**src/rtl/calc_pkg.sv**
```systemverilog
// Codes shared by the calculator ALU and its operand queue, so both blocks always agree on them.
// Contains queue op codes, ALU opcodes, halt causes and the datapath width.
package calc_pkg;

    localparam int WIDTH = 8;

    typedef enum logic [1:0] {
        Q_PUSH         = 2'b00,
        Q_SLEEP        = 2'b01,
        Q_GET_AND_PUSH = 2'b10,
        Q_POP          = 2'b11
    } queue_op_e;

    typedef enum logic [2:0] {
        OP_PUSH = 3'd0,
        OP_ADD  = 3'd1,
        OP_SUB  = 3'd2,
        OP_MUL  = 3'd3,
        OP_DIV  = 3'd4,
        OP_REM  = 3'd5
    } alu_op_e;

    typedef enum logic [1:0] {
        ERR_NONE      = 2'b00,
        ERR_OVERFLOW  = 2'b01,
        ERR_UNDERFLOW = 2'b10,
        ERR_CALC      = 2'b11
    } err_code_e;

    typedef enum logic {
        ST_RUN  = 1'b0,
        ST_HALT = 1'b1
    } q_state_e;

endpackage

```
**src/rtl/queue_mem.sv**
```systemverilog
// DEPTH x WIDTH register array: one synchronous write port, two asynchronous read ports.
// Contents are deliberately not reset; occupancy logic upstream masks stale entries.
module queue_mem #(
    parameter int DEPTH = 16,
    parameter int WIDTH = 8,
    parameter int AW    = $clog2(DEPTH)
) (
    input  logic             i_clk,
    input  logic             i_wr_en,
    input  logic [AW-1:0]    i_wr_addr,
    input  logic [WIDTH-1:0] i_wr_dat,
    input  logic [AW-1:0]    i_rd0_addr,
    output logic [WIDTH-1:0] o_rd0_dat,
    input  logic [AW-1:0]    i_rd1_addr,
    output logic [WIDTH-1:0] o_rd1_dat
);

    logic [WIDTH-1:0] r_mem [DEPTH];

    always_ff @(posedge i_clk) begin
        if (i_wr_en) begin
            r_mem[i_wr_addr] <= i_wr_dat;
        end
    end

    assign o_rd0_dat = r_mem[i_rd0_addr];
    assign o_rd1_dat = r_mem[i_rd1_addr];

endmodule

```
**src/rtl/calc_queue.sv**
```systemverilog
// Circular operand queue fed by the ALU; presents the two head entries back to it. One-cycle latency.
// No backpressure: an illegal op (overflow, underflow, ALU error) halts the queue until err_clr.
module calc_queue
    import calc_pkg::*;
#(
    parameter int DEPTH = 16,
    parameter int WIDTH = calc_pkg::WIDTH
) (
    input  logic                     clk,
    input  logic                     rst,
    input  logic                     op_valid,
    input  logic [1:0]               queue_op,
    input  logic [WIDTH-1:0]         result,
    input  logic                     has_calc_err,
    input  logic                     err_clr,
    output logic [2*WIDTH-1:0]       operands,
    output logic [$clog2(DEPTH):0]   count,
    output logic                     empty,
    output logic                     full,
    output logic                     halted,
    output logic [1:0]               err_code
);

    localparam int AW = $clog2(DEPTH);
    localparam logic [AW-1:0] PTR_ONE   = AW'(1);
    localparam logic [AW-1:0] PTR_TWO   = AW'(2);
    localparam logic [AW:0]   CNT_ONE   = (AW+1)'(1);
    localparam logic [AW:0]   CNT_TWO   = (AW+1)'(2);
    localparam logic [AW:0]   CNT_DEPTH = (AW+1)'(DEPTH);

    logic [AW-1:0] r_head, r_tail;
    logic [AW:0]   r_count;
    q_state_e      r_state;
    err_code_e     r_err;

    logic [AW-1:0]    w_head_nxt, w_tail_nxt, w_head_p1;
    logic [AW:0]      w_count_nxt;
    q_state_e         w_state_nxt;
    err_code_e        w_err_nxt;
    logic             w_wr_en, w_full;
    logic [WIDTH-1:0] w_rd0_dat, w_rd1_dat;

    assign w_head_p1 = r_head + PTR_ONE;
    assign w_full    = (r_count == CNT_DEPTH);

    queue_mem #(.DEPTH(DEPTH), .WIDTH(WIDTH), .AW(AW)) u_mem (
        .i_clk      (clk),
        .i_wr_en    (w_wr_en & ~rst),
        .i_wr_addr  (r_tail),
        .i_wr_dat   (result),
        .i_rd0_addr (r_head),
        .o_rd0_dat  (w_rd0_dat),
        .i_rd1_addr (w_head_p1),
        .o_rd1_dat  (w_rd1_dat)
    );

    always_ff @(posedge clk) begin
        if (rst) begin
            r_head  <= '0;
            r_tail  <= '0;
            r_count <= '0;
            r_state <= ST_RUN;
            r_err   <= ERR_NONE;
        end else begin
            r_head  <= w_head_nxt;
            r_tail  <= w_tail_nxt;
            r_count <= w_count_nxt;
            r_state <= w_state_nxt;
            r_err   <= w_err_nxt;
        end
    end

    // Error checks take priority over the op itself; a failed op leaves the queue untouched.
    always_comb begin
        w_state_nxt = r_state;
        w_err_nxt   = r_err;
        w_head_nxt  = r_head;
        w_tail_nxt  = r_tail;
        w_count_nxt = r_count;
        w_wr_en     = 1'b0;
        if (r_state == ST_HALT) begin
            if (err_clr) begin
                w_state_nxt = ST_RUN;
                w_err_nxt   = ERR_NONE;
            end
        end else if (op_valid) begin
            if (has_calc_err) begin
                w_state_nxt = ST_HALT;
                w_err_nxt   = ERR_CALC;
            end else if (queue_op == Q_PUSH && w_full) begin
                w_state_nxt = ST_HALT;
                w_err_nxt   = ERR_OVERFLOW;
            end else if ((queue_op == Q_POP && r_count == '0) ||
                         (queue_op == Q_GET_AND_PUSH && r_count < CNT_TWO)) begin
                w_state_nxt = ST_HALT;
                w_err_nxt   = ERR_UNDERFLOW;
            end else begin
                case (queue_op)
                    Q_PUSH: begin
                        w_wr_en     = 1'b1;
                        w_tail_nxt  = r_tail + PTR_ONE;
                        w_count_nxt = r_count + CNT_ONE;
                    end
                    Q_POP: begin
                        w_head_nxt  = w_head_p1;
                        w_count_nxt = r_count - CNT_ONE;
                    end
                    Q_GET_AND_PUSH: begin
                        w_wr_en     = 1'b1;
                        w_head_nxt  = r_head + PTR_TWO;
                        w_tail_nxt  = r_tail + PTR_ONE;
                        w_count_nxt = r_count - CNT_ONE;
                    end
                    default: ;
                endcase
            end
        end
    end

    always_comb begin
        halted   = (r_state == ST_HALT);
        err_code = r_err;
        count    = r_count;
        empty    = (r_count == '0);
        full     = w_full;
        operands = '0;
        if (r_count >= CNT_ONE) operands[WIDTH-1:0]       = w_rd0_dat;
        if (r_count >= CNT_TWO) operands[2*WIDTH-1:WIDTH] = w_rd1_dat;
    end

endmodule
```
**config.mk**
```make
export PLATFORM = sky130hd
export DESIGN_NAME = calc_queue
export DESIGN_NICKNAME = d
export VERILOG_FILES = /design/src/rtl/calc_pkg.sv /design/src/rtl/queue_mem.sv /design/src/rtl/calc_queue.sv
export SDC_FILE = /design/constraint.sdc
export NUM_CORES = 1
export LEC_CHECK = 0
export ABC_AREA = 1
export CORE_MARGIN = 2
export CORE_UTILIZATION = 45
export CTS_CLUSTER_DIAMETER = 200
export CTS_CLUSTER_SIZE = 30
export DETAILED_ROUTE_END_ITERATION = 8
export GPL_TIMING_DRIVEN = 1
export SLEW_MARGIN = 40
export SYNTH_ARGS = -nofsm -noshare
export SYNTH_HDL_FRONTEND = slang
export SYNTH_SLANG_ARGS = --single-unit
```
**constraint.sdc**
```tcl
create_clock -name clk -period 3.1 [get_ports clk]
set_clock_uncertainty 0.2 [all_clocks]
set_input_delay 0.31 -clock clk [delete_from_list [all_inputs] [get_ports clk]]
set_output_delay 0.31 -clock clk [all_outputs]
set_load 0.1 [all_outputs]
```
# --- Word level (Yosys, flattened, before mapping) ---
# Memories as Yosys holds them, arrays and structs flattened. A register that Yosys moved wholly into a read port is not among the register bits.
# Index checks and enable logic that the tools add are counted.
totals:
  ff_bits: 16
  latchBits: 0
  ram_bits: 128
  romBits: 0
  inputBits: 15
  elab_cells: 66
  mem_count: 1
memory_table:
  columns: ["memory", "depth", "word_bits", "rd", "rd_ports_with_merged_regs", "write_ports", "line_no", "source"]
  rows:
  - ["u_mem.r_mem", 16, 8, 2, 1, 1, "queue_mem.sv:18", "logic [WIDTH-1:0] r_mem [DEPTH];"]
op_classes:
  n_addsub: 5
  mul: 0
  div_mod_pow: 0
  n_lt_le_gt_ge: 3
  eq_ne: 4
  n_shift: 0
  n_mux: 26
  n_bitwise: 6
  n_reduce_logical: 16
ops:
  columns: ["operator", "count"]
  rows:
  - ["$reduce_and 6->1", 3]
  - ["$mux 8", 2]
  - ["$mux 1", 14]
  - ["$mux 2", 6]
  - ["$pmux 5 s2", 1]
  - ["$add 4x1->4 const B", 2]
  - ["$mux 4", 2]
  - ["$pmux 4 s2", 1]
  - ["$reduce_bool 2->1", 3]
  - ["$add 5x1->5 const B", 1]
  - ["$eq 5x5->1 const B", 1]
  - ["$ge 5x1->1 const B", 1]
  - ["$ge 5x2->1 const B", 1]
  - ["$logic_not 5->1", 1]
  - ["$lt 5x2->1 const B", 1]
  - ["$not 1->1", 5]
  - ["$sub 5x1->5 const B", 1]
  - ["$add 4x2->4 const B", 1]
  - ["$eq 2x2->1 const B", 2]
  - ["$reduce_bool 4->1", 1]
  - ["$reduce_or 2->1", 2]
  - ["$logic_and 1x1->1", 3]
  - ["$reduce_and 3->1", 1]
  - ["$logic_not 2->1", 1]
  - ["other kinds (3)", 3]

# --- Logic depth before layout (Yosys ltp) ---
# Gate-level depths: netlist of run 1.
logic_depth:
  word_depth: 11
  ltp_mapped: 11

# --- Cells and area by module ---
# Synthesis of run 1 repeated with hierarchy kept, for this count alone.
unflattened:
  hier_cells: 1046
  area_unflattened_um2: 8260.4
by_module_without_submodules:
  columns: ["mod", "instances", "cells_per_inst", "area_each_um2", "seq_area_each_um2"]
  rows:
  - ["queue_mem", 1, 835, 6931.6, 3843.7]
  - ["calc_queue", 1, 211, 1328.8, 320.3]

# --- Worst setup path before layout of run 1 ---
# Ideal clock, no wire load.
synth_timing:
  path_kind: "reg-to-reg"
  start: "reg r_count[0] (netlist: count[0])"
  end: "reg r_err[1] (netlist: err_code[1])"
  setup_time_ps: 132
  t_arrival_ps: 3792
  t_required_ps: 2768
  slack_ps: -1024
  stages_incl_launch_ff: 8
  n_path_buf: 0
  period_less_slack_ps: 4124
  path_cell_list: "dfxtp_1 > inv_1 > ha_1 > nand2_1 > nor3_1 > nand3_1 > nand3_1 > a21oi_1"
synth_via:
  elab_chain_len: 6
  elab_cells_between_ends: 13
  classes_between: "1 x order compare; 1 x eq/ne; 4 x mux; 7 x reduce/logical"
synth_rtl:
  columns: ["item", "line_no", "source"]
  rows:
  - ["start, declared", "calc_queue.sv:32", "logic [AW:0] r_count;"]
  - ["start signal, assigned", "calc_queue.sv:67", "r_count <= w_count_nxt;"]
  - ["$eq 5x5->1 *", "calc_queue.sv:44", "assign w_full = (r_count == CNT_DEPTH);"]
  - ["named net full", "calc_queue.sv:19", "output logic full,"]
  - ["$logic_and 1x1->1 *", "calc_queue.sv:90", "end else if (queue_op == Q_PUSH && w_full) begin"]
  - ["$mux 2", "calc_queue.sv:90", null]
  - ["$mux 2", "calc_queue.sv:87", "if (has_calc_err) begin"]
  - ["$mux 2", "calc_queue.sv:86", "end else if (op_valid) begin"]
  - ["$mux 2", "calc_queue.sv:81", "if (r_state == ST_HALT) begin"]
  - ["end signal, assigned", "calc_queue.sv:69", "r_err <= w_err_nxt;"]
  - ["end, declared", "calc_queue.sv:34", "err_code_e r_err;"]
# Mark *: on every way through the listed nets, which the timed path passes. The rest lies on a longest branch. The select of a mux whose other input is x is not followed.
# A chain may end at the register's enable or synchronous reset.

# --- Worst setup path in the final report of run 1 ---
layout_timing:
  start: "reg r_head[0]"
  end: "out operands[15]"
layout_via:
  elab_chain_len: 3
layout_rtl:
  columns: ["item", "line_no", "source"]
  rows:
  - ["start, declared", "calc_queue.sv:31", "logic [AW-1:0] r_head, r_tail;"]
  - ["start signal, assigned", "calc_queue.sv:65", "r_head <= w_head_nxt;"]
  - ["$add 4x1->4", "calc_queue.sv:43", "assign w_head_p1 = r_head + PTR_ONE;"]
  - ["$mem_v2 16x8", null, null]
  - ["$mux 8", "calc_queue.sv:128", "if (r_count >= CNT_TWO) operands[2*WIDTH-1:WIDTH] = w_rd1_dat;"]
  - ["end, declared", "calc_queue.sv:16", "output logic [2*WIDTH-1:0] operands,"]
# No other way between the ends.

==> metrics.csv, run 1 <==
metric,value,unit
clk root buf,clkbuf_16,
Starting Density,46.2,%
post-route minimum period,3.03,ns
CP Class,reg2out,
Filler Cells Inserted,1446,
final worst slack,0.0672,ns
Yosys reg bits,148,
ANT cells,0,
Slew Limit Fails,0,
"Seq/Total Area, Yosys",55.2,%
layout cells sized above 1,13.3,%
initial antenna violation count,0,
dpl ws,0.0667,ns
final cycle utilization of the critical path,97.8,%
largest net degree at the start of global routing,69,
Post-DP Area,8530,sq um
yosys warns,0,
Setup Total Neg Slack,0,ns
post-synthesis cell type count,34,
"Arr. time, crit path",2.52,ns
first-pass GRT wire length,35000,um
Routed WL,22700,um
Routed WL per cell,20.5,um
"Power, Total",5.33,mW
mapped cell area,7680,sq um
Post-CTS Hold Buffers,0,
Via density,5.87,
clk buf depth,2,
CP Cell Sequence,buf_4 -> nor2_1 -> nor2_1 -> o21ai_0 -> nand3_1 -> nand3_1 -> a21oi_1 -> buf_12,
Tightest Pin Transition,0.796,ns
Post-DRT Antenna Nets,0,
Max Freq,0.330,GHz
Port Buffer Count,40,
Worst-Skew Late Latency,0.43,ns
io pins,41,
share of the synthesized area in the top cell type,50.0,%
Die Y,135,um
final std cells w/o fill,1107,
"delay-heaviest family, CP",buffers and inverters,
maximum fanout along the worst path,56,
sequential standard cell area,4260,sq um
Setup crit end kind,output port,
detailed-route via count,6500,
GRT Residual Overflow,0,
worst rel slew slack,46.7,%
Max-Cap Viols,0,
final hold violations,0,
GR Util All Layers,25.8,%
slowest cell delay on critical path,0.47,ns
fin nets,900,
Worst EP required,2.59,ns
DRC Markers,0,
DP Cell Count,1075,
area delta synth->final,19.0,%
Routability Congestion,0.924,
clock-pin transition on the worst setup and hold timing paths,0.06,ns
syn avg cell area,9.17,sq um
status,"complete, no violations",
post-route cell area,9140,sq um
worst IR drop on VDD,454,uV
number of global-route vias before repair,6230,
top cell type by total area after synthesis,edfxtp_1,
H-tree lvl count,4,
syn_nets,864,
leak pwr,3.36,nW
synthesized instance count,838,
Min-Delay Path Class,in2reg,
initial drt markers,791,
clock sink count,148,
top post-synthesis cells by area,"edfxtp_1, a21oi_1, nand3_1, o21ai_0, dfxtp_1",
startpoint types,flip-flop,
Num CTS Buffers,17,
RSZ-0062 raised after global routing,false,
"Slowest-stage cell, CP",buf_4,
die area,18100,sq um
area of the multi-input gates,2900,sq um
row cnt,47,
Final Setup Violations,0,
DRT Pass-1 Iters,5,
HPWL Detailed,14900,um
CTS tree,built,
Pwr per Cell Area,583,nW/um^2
die width,135,um
worst path buffer plus inverter count,2,
Core Region,16600,sq um
-- metrics by stage --
step / hold slack (ns) / utilization [%]
after CTS: 0.183 / 54.9
after floorplan: 0.179 / -
after detailed placement: 0.273 / 51.3
after global placement: 0.253 / 51.3
final: 0.175 / 54.9
after global routing: 0.186 / 54.9
-- power breakdown --
group          internal [mW]  switching (mW)
clock network           1.26           0.814
registers               2.18          0.0297
logic                  0.307           0.743
-- worst register-to-register path, delay by kind of cell (launching register included) --
family / cells / cell delay, ns
buf+inv: 3 / 0.46
simple gates: 6 / 1.18
flops: 1 / 0.42
fa+ha+maj: 1 / 0.26
-- Yosys cell counts --
cell type / number
nand2_2: 2
buf_2: 16
clkbuf_1: 18
inv_1: 88
nand2_1: 95
ha_1: 11
nor2_4: 2
buf_6: 3
xnor2_2: 1
buf_4: 2
and3_1: 3
nor3_1: 14
nor2_1: 42
nand2_4: 1
nand3_4: 1
nor2_2: 2
nand4_1: 3
o211ai_1: 33
a21o_1: 1
edfxtp_1: 128
o21ai_1: 9
nor2_8: 1
buf_1: 13
nand3b_1: 2
nand3_2: 3
clkinv_1: 1
nand3_1: 111
xor2_1: 5
xnor2_1: 2
inv_2: 3
a21oi_1: 113
dfxtp_1: 20
a21boi_1: 1
o21ai_0: 88
-- layer usage --
layer | vias to the layer above | GRT usage (%) | share of wire, %
li1 | 3026 | - | -
met1 | 3118 | 35.2 | 42
met2 | 304 | 40.5 | 47
met3 | 52 | 5.26 | 8.5
met4 | 0 | 10.2 | 2.5
met5 | - | 0 | 0
-- timing repair --
action,in CTS,in global routing
buffers inserted,0,0
endpoints found under the hold margin,0,0
gates resized for setup,1,2
endpoints found under the setup margin,1,2
-- cell families (layout without fill, tap and decap cells) --
logic type | after synthesis | count (layout) | share of synthesized area [%]
AO/OA/AOI/OAI | 245 | 245 | 17.1
adder cells (fa/ha/maj) | 11 | 11 | 1.79
flip-flops | 148 | 148 | 55.2
AND/OR/NAND/NOR | 282 | 282 | 17.2
buffers and inverters | 144 | 193 | 7.69
XOR/XNOR | 8 | 8 | 1.01
-- cell usage in the layout, fill, tap and decap left out, types with 5 or more instances in the layout --
cell and instances:
nand3_1 111, ha_1 10, o21ai_0 88, clkbuf_16 17
xor2_1 5, buf_4 36, inv_1 88, buf_12 18
nor2_1 35, clkdlybuf4s50_1 13, dfxtp_1 15, nand2_1 95
o21ai_1 9, o211ai_1 33, a21oi_1 112, nor3_1 12
nor2_2 9, edfxtp_1 128
-- worst paths after layout --
kind	start	endpoint	slack, ns	cells after the start
hold reg to reg	err_code[0]$_SDFFE_PP0P_	err_code[0]$_SDFFE_PP0P_	0.28	2
hold / removal	result[4]	u_mem.r_mem[8][4]$_DFFE_PP_	0.18	1
setup reg to reg	count[0]$_SDFFE_PP0P_	u_mem.r_mem[2][4]$_DFFE_PP_	0.30	10
setup / recovery	r_head[0]$_SDFFE_PP0P_	operands[15]	0.07	8
-- layout make-up --
| type | instances | area share, % |
|---|---|---|
| Clock buffer | 18 | 4.70 |
| Clock inverter | 14 | 1.77 |
| Inverter | 92 | 3.78 |
| Multi-Input combinational cell | 546 | 31.7 |
| Sequential cell | 148 | 46.6 |
| Tap cell | 220 | 3.01 |
| Timing Repair Buffer | 69 | 8.50 |
-- state kept, by name (all words and copies together), names as in the netlist, named ones only --
signal / flops
u_mem.r_mem: 128
r_tail: 4
err_code: 2
r_head: 4
count: 5
halted: 1
No activity file was read; power rests on OpenSTA's default activity.
==> run 2: changes to the inputs <==
Settings changed: SKIP_LAST_GASP set to 1.
==> results of run 2 <==
The final DEF is identical to that of run 1; final timing and power are the same.
==> variant (flow settings as in run 2) <==
Put a register stage on the output `count`, with the module's reset. The value now appears one clock later. The other outputs are not delayed to match.
--- a/src/rtl/calc_queue.sv
+++ b/src/rtl/calc_queue.sv
@@ -28,4 +28,6 @@
     localparam logic [AW:0]   CNT_TWO   = (AW+1)'(2);
     localparam logic [AW:0]   CNT_DEPTH = (AW+1)'(DEPTH);
+
+    logic [$clog2(DEPTH):0] count_d;
 
     logic [AW-1:0] r_head, r_tail;
@@ -121,5 +123,5 @@
         halted   = (r_state == ST_HALT);
         err_code = r_err;
-        count    = r_count;
+        count_d  = r_count;
         empty    = (r_count == '0);
         full     = w_full;
@@ -129,3 +131,11 @@
     end
 
+    always_ff @(posedge clk) begin
+        if (rst) begin
+            count <= '0;
+        end else begin
+            count <= count_d;
+        end
+    end
+
 endmodule
Function: changed (Yosys sat finds a counterexample within 4 cycles, from zero or initial values and one cycle with rst high).
==> variant against run 2 <==
Total power decreased by 1.9%. Setup slack gained 0.049 ns. Sequential share of layout area is 0.44 points higher. Routed wire length increased by 3.0%. Sequential cell count up 5. Synthesized area grew 1.5%. Design area rose by 1.3%.
==> variant: results (changes against run 2) <==
status finished, final reports clean; vias in the first global route 6,297 (+1.1%); sequential share of cell area 47.0% (+0.44 points); clk tree area frac 5.95% (-0.52 points); Initial DRC Count 803 (+1.5%); antenna violations before repair 1 (+1); Signal buffers 74 (+7.2%); commonest cells in the netlist edfxtp_1, a21oi_1, nand3_1; highest ir drop seen on vdd 0.403 mV (-11%); arrival time worst endpoint 2.47 ns (-0.05 ns); Routed Wire Length 23,400 microns (+3.0%); worst slew pin tran 0.858 ns (+0.0616 ns); gpl congestion 0.889 (-3.8%); HPWL Detailed 15,300 microns (+2.6%); cts repair resizes 0 (-1); Crit-path slowest cell buf_12; ratio of cells with drive above 1 in the final layout 12.6% (-0.66 points); seq_cells 153 (+3.4%); worst-path fanout max 128 (+130%); pre-CTS WS 0.424 ns (+0.358 ns); Vias 6,604 (+1.6%); Slowest Stage Delay on Critical Path 0.38 ns (-0.09 ns); Syn Nets 876 (+1.4%); final cell count without fillers 1,127 (+1.8%); Fillers 1,552 (+7.3%); first-pass GRT wire length 35,100 microns (+0.36%); GRT Total Usage 25.8% (about the same); # clk buffers 17 (-1); Leakage 3.40 nW (+1.3%); multi-input gates 550 (+0.73%); Netlist cell types 31 (-8.8%); pin count of the biggest net entering global routing 129 (+87%); Mapped Cells 850 (+1.4%); top cells by area, synth edfxtp_1, a21oi_1, nand3_1; Seq/Total Area, Yosys 55.7% (+0.47 points); count of non-CTS inverters in the layout 93 (+1.1%); Nets 915 (+1.7%); Non-Clock Buffer Area Fraction 9.03% (+0.53 points)
variant: cells by family (layout without fill, tap and decap cells):
| family | Yosys count | after routing | synth area share (%) |
|---|---|---|---|
| and+or+nand+nor | 283 | 283 | 16.6 |
| AOI/OAI and AO/OA | 248 | 248 | 17.0 |
| adders and majority gates | 11 | 11 | 1.77 |
| DFF | 153 | 153 | 55.7 |
| xor gates and xnor gates | 8 | 8 | 0.995 |
| buffers and inverters | 147 | 199 | 7.85 |
variant: worst paths after layout:
check | start | endpoint | slack (ns)
hold reg to reg | err_code[0] | err_code[0] | 0.27
setup / recovery | r_head[0] | operands[15] | 0.12
hold / removal | result[6] | u_mem.r_mem[4][6] | 0.17
setup reg to reg | count_d[0] | u_mem.r_mem[14][0] | 0.48
variant: where the power goes:
group	internal, mW	switching, mW	total, mW	leakage, nW
sequential	2.24	0.0224	2.26	1.35
combinational	0.299	0.712	1.01	1.78
clock	1.10	0.847	1.95	0.262
total	3.64	1.58	5.22	3.40
variant: per-layer routing:
layer  wire [microns]  up-vias  share of wire [%]  global-route usage, %
met4              875        0                3.7                   11.0
met3             2170       60                9.3                   5.99
met2            10900      373                 47                   41.1
met5                0        -                  0                      0
li1                 -     3060                  -                      -
met1             9400     3111                 40                   33.8
variant: stage by stage:
step | util (%) | cell area (sq um) | power [mW]
after CTS | 53.8 | 9210 | 5.22
after global placement | 50.5 | 8640 | 3.29
after detailed placement | 50.6 | 8660 | 3.30
after global routing | 54.1 | 9260 | 5.39
after floorplan | - | 7830 | 2.94
final | 54.1 | 9260 | 5.22
